===== src/rtl/wb_merge_unit_if.sv =====
// Producer-side result bus for wb_merge_unit: per-source valid/ready plus packed
// {rd, data, fmt, off} fields, flattened as NUM_SRC slices.
interface wb_merge_unit_if #(
  parameter int XLEN    = 32,
  parameter int NUM_SRC = 3
);
  localparam int OFF_W = $clog2(XLEN / 8);

  logic [NUM_SRC-1:0]       src_valid;
  logic [NUM_SRC-1:0]       src_ready;
  logic [NUM_SRC*5-1:0]     src_rd;
  logic [NUM_SRC*XLEN-1:0]  src_data;
  logic [NUM_SRC*3-1:0]     src_fmt;
  logic [NUM_SRC*OFF_W-1:0] src_off;

  modport master (
    output src_valid, src_rd, src_data, src_fmt, src_off,
    input  src_ready
  );

  modport slave (
    input  src_valid, src_rd, src_data, src_fmt, src_off,
    output src_ready
  );
endinterface


===== src/rtl/wb_merge_unit.sv =====
// Writeback merge: per-source FIFOs drained round-robin onto the single regfile
// write port, with load byte/half/word extraction and x0 write suppression.
module wb_merge_unit #(
  parameter int XLEN       = 32,
  parameter int NUM_SRC    = 3,
  parameter int FIFO_DEPTH = 4
) (
  input  logic             clk,
  input  logic             rst,
  input  logic             flush,
  input  logic             load_buffers,
  wb_merge_unit_if.slave   src,
  output logic [XLEN-1:0]  regfile_in,
  output logic [4:0]       dest,
  output logic             load_regfile,
  output logic             busy
);
  localparam int OFF_W = $clog2(XLEN / 8);
  localparam int AW    = $clog2(FIFO_DEPTH);
  localparam int PW    = AW + 1;
  localparam int RRW   = (NUM_SRC > 1) ? $clog2(NUM_SRC) : 1;
  localparam int SHW   = OFF_W + 3;

  typedef enum logic [2:0] {
    FMT_RAW  = 3'd0,
    FMT_LB   = 3'd1,
    FMT_LBU  = 3'd2,
    FMT_LH   = 3'd3,
    FMT_LHU  = 3'd4,
    FMT_LW   = 3'd5,
    FMT_LWU  = 3'd6,
    FMT_RAW7 = 3'd7
  } fmt_e;

  logic [4:0]       rd_mem   [NUM_SRC][FIFO_DEPTH];
  logic [XLEN-1:0]  data_mem [NUM_SRC][FIFO_DEPTH];
  fmt_e             fmt_mem  [NUM_SRC][FIFO_DEPTH];
  logic [OFF_W-1:0] off_mem  [NUM_SRC][FIFO_DEPTH];

  logic [PW-1:0]      wr_ptr [NUM_SRC];
  logic [PW-1:0]      rd_ptr [NUM_SRC];
  logic [NUM_SRC-1:0] empty;
  logic [NUM_SRC-1:0] full;
  logic [NUM_SRC-1:0] push;

  logic [RRW-1:0] rr_ptr;
  logic [RRW-1:0] win;
  logic [RRW-1:0] rr_next;
  logic           found;
  logic           pop;
  int unsigned    idx;

  logic [4:0]       h_rd;
  logic [XLEN-1:0]  h_data;
  fmt_e             h_fmt;
  logic [OFF_W-1:0] h_off;
  logic [SHW-1:0]   sh_b;
  logic [SHW-1:0]   sh_h;
  logic [SHW-1:0]   sh_w;
  logic [7:0]       b8;
  logic [15:0]      h16;
  logic [31:0]      w32;
  logic [XLEN-1:0]  ext;

  // Full/empty from the extra pointer MSB; ready uses registered state only.
  always_comb begin
    empty         = '0;
    full          = '0;
    push          = '0;
    src.src_ready = '0;
    for (int unsigned i = 0; i < NUM_SRC; i++) begin
      empty[i]         = (wr_ptr[i] == rd_ptr[i]);
      full[i]          = (wr_ptr[i][PW-1] != rd_ptr[i][PW-1]) &&
                         (wr_ptr[i][AW-1:0] == rd_ptr[i][AW-1:0]);
      src.src_ready[i] = ~full[i];
      push[i]          = src.src_valid[i] && ~full[i] && !rst && !flush;
    end
  end

  always_comb begin
    found = 1'b0;
    win   = '0;
    idx   = 0;
    for (int unsigned k = 0; k < NUM_SRC; k++) begin
      idx = (32'(rr_ptr) + k) % NUM_SRC;
      if (!found && !empty[idx]) begin
        found = 1'b1;
        win   = RRW'(idx);
      end
    end
    pop     = found && load_buffers && !flush && !rst;
    rr_next = (32'(win) == 32'(NUM_SRC - 1)) ? '0 : win + 1'b1;
  end

  // Alignment masks drop the misaligned low offset bits for half/word lanes.
  always_comb begin
    h_rd   = rd_mem[win][rd_ptr[win][AW-1:0]];
    h_data = data_mem[win][rd_ptr[win][AW-1:0]];
    h_fmt  = fmt_mem[win][rd_ptr[win][AW-1:0]];
    h_off  = off_mem[win][rd_ptr[win][AW-1:0]];
    sh_b   = {h_off, 3'b000};
    sh_h   = sh_b & ~SHW'(15);
    sh_w   = sh_b & ~SHW'(31);
    b8     = 8'(h_data >> sh_b);
    h16    = 16'(h_data >> sh_h);
    w32    = 32'(h_data >> sh_w);
    ext    = h_data;
    case (h_fmt)
      FMT_LB:  ext = XLEN'($signed(b8));
      FMT_LBU: ext = XLEN'(b8);
      FMT_LH:  ext = XLEN'($signed(h16));
      FMT_LHU: ext = XLEN'(h16);
      FMT_LW:  ext = XLEN'($signed(w32));
      FMT_LWU: ext = XLEN'(w32);
      default: ext = h_data;
    endcase
  end

  always_ff @(posedge clk) begin
    for (int unsigned i = 0; i < NUM_SRC; i++) begin
      if (push[i]) begin
        rd_mem[i][wr_ptr[i][AW-1:0]]   <= src.src_rd[i*5 +: 5];
        data_mem[i][wr_ptr[i][AW-1:0]] <= src.src_data[i*XLEN +: XLEN];
        fmt_mem[i][wr_ptr[i][AW-1:0]]  <= fmt_e'(src.src_fmt[i*3 +: 3]);
        off_mem[i][wr_ptr[i][AW-1:0]]  <= src.src_off[i*OFF_W +: OFF_W];
      end
    end
  end

  // Flush shares the reset path except that the arbitration pointer survives.
  always_ff @(posedge clk) begin
    if (rst || flush) begin
      for (int unsigned i = 0; i < NUM_SRC; i++) begin
        wr_ptr[i] <= '0;
        rd_ptr[i] <= '0;
      end
      regfile_in   <= '0;
      dest         <= '0;
      load_regfile <= 1'b0;
      if (rst) rr_ptr <= '0;
    end else begin
      for (int unsigned i = 0; i < NUM_SRC; i++) begin
        if (push[i]) wr_ptr[i] <= wr_ptr[i] + 1'b1;
      end
      if (pop) begin
        rd_ptr[win]  <= rd_ptr[win] + 1'b1;
        rr_ptr       <= rr_next;
        dest         <= h_rd;
        regfile_in   <= (h_rd != 5'd0) ? ext : '0;
        load_regfile <= (h_rd != 5'd0);
      end else begin
        load_regfile <= 1'b0;
      end
    end
  end

  assign busy = (|(~empty)) || load_regfile;

endmodule


===== src/flat_wrapper.sv =====
// flat-port wrapper written by rule: the top's interface ports become plain ports
module wb_merge_unit_flat 
#(
  parameter int XLEN       = 32,
  parameter int NUM_SRC    = 3,
  parameter int FIFO_DEPTH = 4
)
  (clk, rst, flush, load_buffers, regfile_in, dest, load_regfile, busy, src_src_valid, src_src_rd, src_src_data, src_src_fmt, src_src_off, src_src_ready);
  wb_merge_unit_if #(.XLEN(XLEN), .NUM_SRC(NUM_SRC)) src_i ();
  input  logic clk;
  input  logic rst;
  input  logic flush;
  input  logic load_buffers;
  output logic [XLEN-1:0] regfile_in;
  output logic [4:0] dest;
  output logic load_regfile;
  output logic busy;
  input wire logic [$bits(src_i.src_valid)-1:0] src_src_valid;
  input wire logic [$bits(src_i.src_rd)-1:0] src_src_rd;
  input wire logic [$bits(src_i.src_data)-1:0] src_src_data;
  input wire logic [$bits(src_i.src_fmt)-1:0] src_src_fmt;
  input wire logic [$bits(src_i.src_off)-1:0] src_src_off;
  output wire logic [$bits(src_i.src_ready)-1:0] src_src_ready;
  assign src_i.src_valid = src_src_valid;
  assign src_i.src_rd = src_src_rd;
  assign src_i.src_data = src_src_data;
  assign src_i.src_fmt = src_src_fmt;
  assign src_i.src_off = src_src_off;
  assign src_src_ready = src_i.src_ready;
  wb_merge_unit #(.XLEN(XLEN), .NUM_SRC(NUM_SRC), .FIFO_DEPTH(FIFO_DEPTH)) u_core (.clk(clk), .rst(rst), .flush(flush), .load_buffers(load_buffers), .src(src_i), .regfile_in(regfile_in), .dest(dest), .load_regfile(load_regfile), .busy(busy));
endmodule

===== config.mk =====
export PLATFORM = sky130hd
export DESIGN_NAME = wb_merge_unit_flat
export DESIGN_NICKNAME = d
export VERILOG_FILES = /design/src/rtl/wb_merge_unit_if.sv /design/src/rtl/wb_merge_unit.sv /design/src/flat_wrapper.sv
export SDC_FILE = /design/constraint.sdc
export NUM_CORES = 1
export LEC_CHECK = 0
export ABC_CLOCK_PERIOD_IN_PS = 3830
export BUFFER_PORTS_ARGS = -buffer_cell sky130_fd_sc_hd__buf_2
export CAP_MARGIN = 40
export CORE_ASPECT_RATIO = 1.75
export CORE_MARGIN = 10
export CORE_UTILIZATION = 45
export CTS_CLUSTER_DIAMETER = 200
export DETAILED_ROUTE_END_ITERATION = 8
export PLACE_DENSITY = 0.74
export SLEW_MARGIN = 20
export SYNTH_ARGS = -nofsm -noshare
export SYNTH_HDL_FRONTEND = slang
export SYNTH_SLANG_ARGS = --single-unit

===== constraint.sdc =====
create_clock -name clk -period 3.83 [get_ports clk]
set_clock_uncertainty 0.2 [all_clocks]
set_input_delay 0.5745 -clock clk [delete_from_list [all_inputs] [get_ports clk]]
set_output_delay 0.5745 -clock clk [all_outputs]
set_load 0.01 [all_outputs]

==> flow_summary.yaml <==
outcome:
  outcome: "complete, but fails checks"
  violations: "negative setup slack"
sta:
  finalCritPeriodShare_pct: 112
  hold_slack_ns: 0.0143
  fin_crit_ns: 4.27
  finalSetupViolCount: 33
  rsz0062_at_grt: "yes"
  setup_ws_ns: -0.441
  worstMarginPinSlew_ns: 0.630
  finalHoldViolations: 0
  slew_headroom_pct: 58.0
  setup_tns_ns: -12.74
  max_freq_mhz: 234
  slew_violations: 0
global_route:
  antenna_found_initial: 8
  gr-total-overflow: 0
  track_usage_pct: 22.2
  grt_pass1_wl_um: 103000
  grt_max_degree: 83
  grt_pass1_vias: 16239
detailed_routing:
  first_iter_violations: 1520
  ant_nets: 0
  wire_per_inst_um: 25.9
  drcViolationCount: 0
  vias_per_cell: 5.89
  drt-total-wl_um: 72000
  vias: 16383
  first_pass_iters: 5
power_and_ir_drop:
  power_frac_clock_pct: 18.3
  switching_share_pct: 40.0
  p_switching_mw: 11.5
  leakagePower_nw: 11.0
  power_density_mw_per_mm2: 969
  seq_power_share_pct: 25.4
  worst_ir_drop_vdd_v: 0.000829
  power.internal_mw: 17.2
  p_comb_share_pct: 56.4
  power_mw: 28.7
clock_network:
  cts_buffers: 46
  htree_levels: 2
  cts_tree: "yes"
  cts.sinks: 565
  root_buffer: "clkbuf_16"
  clock_latency_ns: 0.60
  ctsLongestPathBuffers: 3
  cts.clk_slew.worst_paths_ns: 0.07
critical_path:
  cp.required_ns: 4.08
  reg2reg_depth: 15
  crit_type: "reg2reg"
  end_kind: "flip-flop"
  cp_slowest_cell: "mux4_2"
  r2r_slack_ns: -0.44
  crit_top_cell: "buf_12"
  arrival_ns: 4.52
  critPathLaunchType: "flip-flop"
  cpPeakStageDelay_ns: 0.45
  r2r_end: "u_core.regfile_in[0]"
  cp_max_fo: 12
  path_cells: "xor2_1 > or3_4 > a221o_1 > nor2_4 > buf_8 > clkinv_8 > buf_12 > mux4_2 > a22oi_2 > nand4_1 > o41ai_4 > buf_6 > buf_12 > a2bb2oi_2 > a21oi_1"
  r2r-start: "u_core.wr_ptr[0][6]"
floorplanning:
  die_y_um: 322
  core_sq_mm: 0.0515
  die_w_um: 193
  ioPinCount: 175
  initial_core_util_pct: 45.6
  row_count: 110
  die_area_sq_mm: 0.0620
final_layout:
  syn_to_final_growth_pct: 26.4
  final_nets: 2217
  fin_area_sq_mm: 0.0296
  drive_above_1_share_pct: 28.8
logic_synthesis:
  synth_common_cells: "edfxtp_1, nand2_1, nor2_1"
  synthCells: 1665
  yosys.area_share.simple_pct: 8.62
  synth_fp_nets: 1817
  syn_area_per_cell_sq_um: 14.1
  synth.top_cells.by_area: "edfxtp_1, mux2i_1, nand2_1"
  yosysSeqAreaShare_pct: 70.7
  syn_area_sq_mm: 0.0235
  yosysWarnings: 0
  synth.most_common_cell: "edfxtp_1"
  yosys.area_share.adder_pct: 1.06
  synth_edf_count: 527
  synth.mux.area_fraction_pct: 5.40
  ys_ff_latch: 565
  synth_top_family_by_area: "compound AO/OA/AOI/OAI gates"
  synth-compound-area-share_pct: 11.6
  async_flop_share_pct: 0
  synth_xor_area_share_pct: 0.555
  synth_flop_cell: "edfxtp_1"
  yosysTopAreaCell: "edfxtp_1"
  synth_top_cell_area_share_pct: 67.4
  synth_cell_types: 77
worst_hold_path:
  min-delay-start: "src_src_fmt[5]"
  min_path_cells: 1
  hold_end: "u_core.fmt_mem[1][11]"
  hold_class: "in2reg"
placement:
  place_congestion: 0.957
  post_dp_cell_area_sq_mm: 0.0265
  numPortBuffers: 174
  hpwl_um: 46800
job:
  drv_cap: 0
[registers in the layout (all words and copies together) (netlist names)]
name,cells
u_core.rd_ptr,12
u_core.rd_mem,60
u_core.data_mem,384
u_core.wr_ptr,9
u_core.regfile_in,32
u_core.rr_ptr,2
u_core.off_mem,24
u_core.dest,5
u_core.load_regfile,1
u_core.fmt_mem,36
[metal layers]
metal  vias up  part of all wire, %  global-route usage [%]
met2       863                   51                    37.9
met4         4                  5.0                    11.8
met1      8117                   36                    26.1
met5         -                0.029                       0
met3       210                  7.7                    3.66
li1       7189                    -                       -
[logic make-up (layout without fill, tap and decap cells)]
| logic type | Yosys count | in the layout |
|---|---|---|
| flip-flops | 565 | 565 |
| adder cells (fa/ha/maj) | 20 | 20 |
| multiplexers | 120 | 120 |
| AO/OA/AOI/OAI | 355 | 355 |
| buffers and inverters | 114 | 551 |
| other | 0 | 6 |
| XOR/XNOR | 14 | 14 |
| AND/OR/NAND/NOR | 477 | 477 |
[worst max-delay path by stage]
stage                     cells after the start  slack [ns]                 from                    to
after global placement                       15       -0.60  u_core.rd_ptr[0][2]  u_core.regfile_in[6]
final                                        15       -0.44  u_core.wr_ptr[0][6]  u_core.regfile_in[0]
after global routing                         15       -0.51  u_core.wr_ptr[0][6]  u_core.regfile_in[2]
after CTS                                    16       -0.44  u_core.wr_ptr[0][0]  u_core.regfile_in[5]
after floorplan                              16       -0.12  u_core.wr_ptr[0][1]  u_core.regfile_in[0]
after detailed placement                     14       -0.68  u_core.rd_ptr[1][2]  u_core.regfile_in[3]
[cell usage in the layout, fill, tap and decap left out, drive strengths merged, types with 10 or more instances in the layout]
cell and n:
a211o 13, a211oi 32, a21boi 17, a21o 30, a21oi 34, a221oi 16
a311oi 35, a31oi 40, a32oi 15, and2 20, and3 17, buf 405
bufinv 10, clkbuf 53, clkinv 17, dfxtp 38, dlygate4sd3 46, edfxtp 527
ha 19, inv 15, mux2i 112, nand2 254, nand3 16, nor2 131
nor3 15, o21ai 35, xor2 10
[power groups by stage]
stage,Sequential [mW],Clock (mW),Combinational [mW]
floorplan,7.38,0,8.14
global placement,7.40,0,13.3
detailed placement,7.40,0,13.5
CTS,7.27,5.29,14.2
global route,7.30,5.51,17.1
finish,7.29,5.25,16.2
[what timing repair did]
item,CTS,global route
resized for setup,33,79
buffers inserted,14,39
endpoints found under the hold margin,169,0
hold buffers,46,0
setup endpoints to repair,36,39
cloned,2,2
pin swaps,10,27
[metrics by stage]
step                      instances  utilization (%)  setup slack (ns)
after global placement         2584             51.4            -0.601
after floorplan                1665                -            -0.124
final                          2780             57.6            -0.441
after global routing           2779             57.6            -0.509
after detailed placement       2586             51.4            -0.679
after CTS                      2733             56.2            -0.443
[worst max-delay path, delay by kind of cell, from the launching register on]
kind / cells / cell delay, ns
compound gates: 5 / 1.23
simple gates: 3 / 0.92
buf+inv: 5 / 0.71
mux: 1 / 0.45
flops: 1 / 0.43
xor+xnor: 1 / 0.19
[area by class of cell]
cell class                      count  area (sq um)
Fill cell                        3984         21800
Sequential cell                   565         16600
Multi-Input combinational cell    986          6850
Timing Repair Buffer              453          3590
Clock buffer                       51          1230
Tap cell                          672           841
Clock inverter                     34           462
Inverter                           13          68.8
Antenna cell                        6          15.0
(Power assumes the default switching activity.)
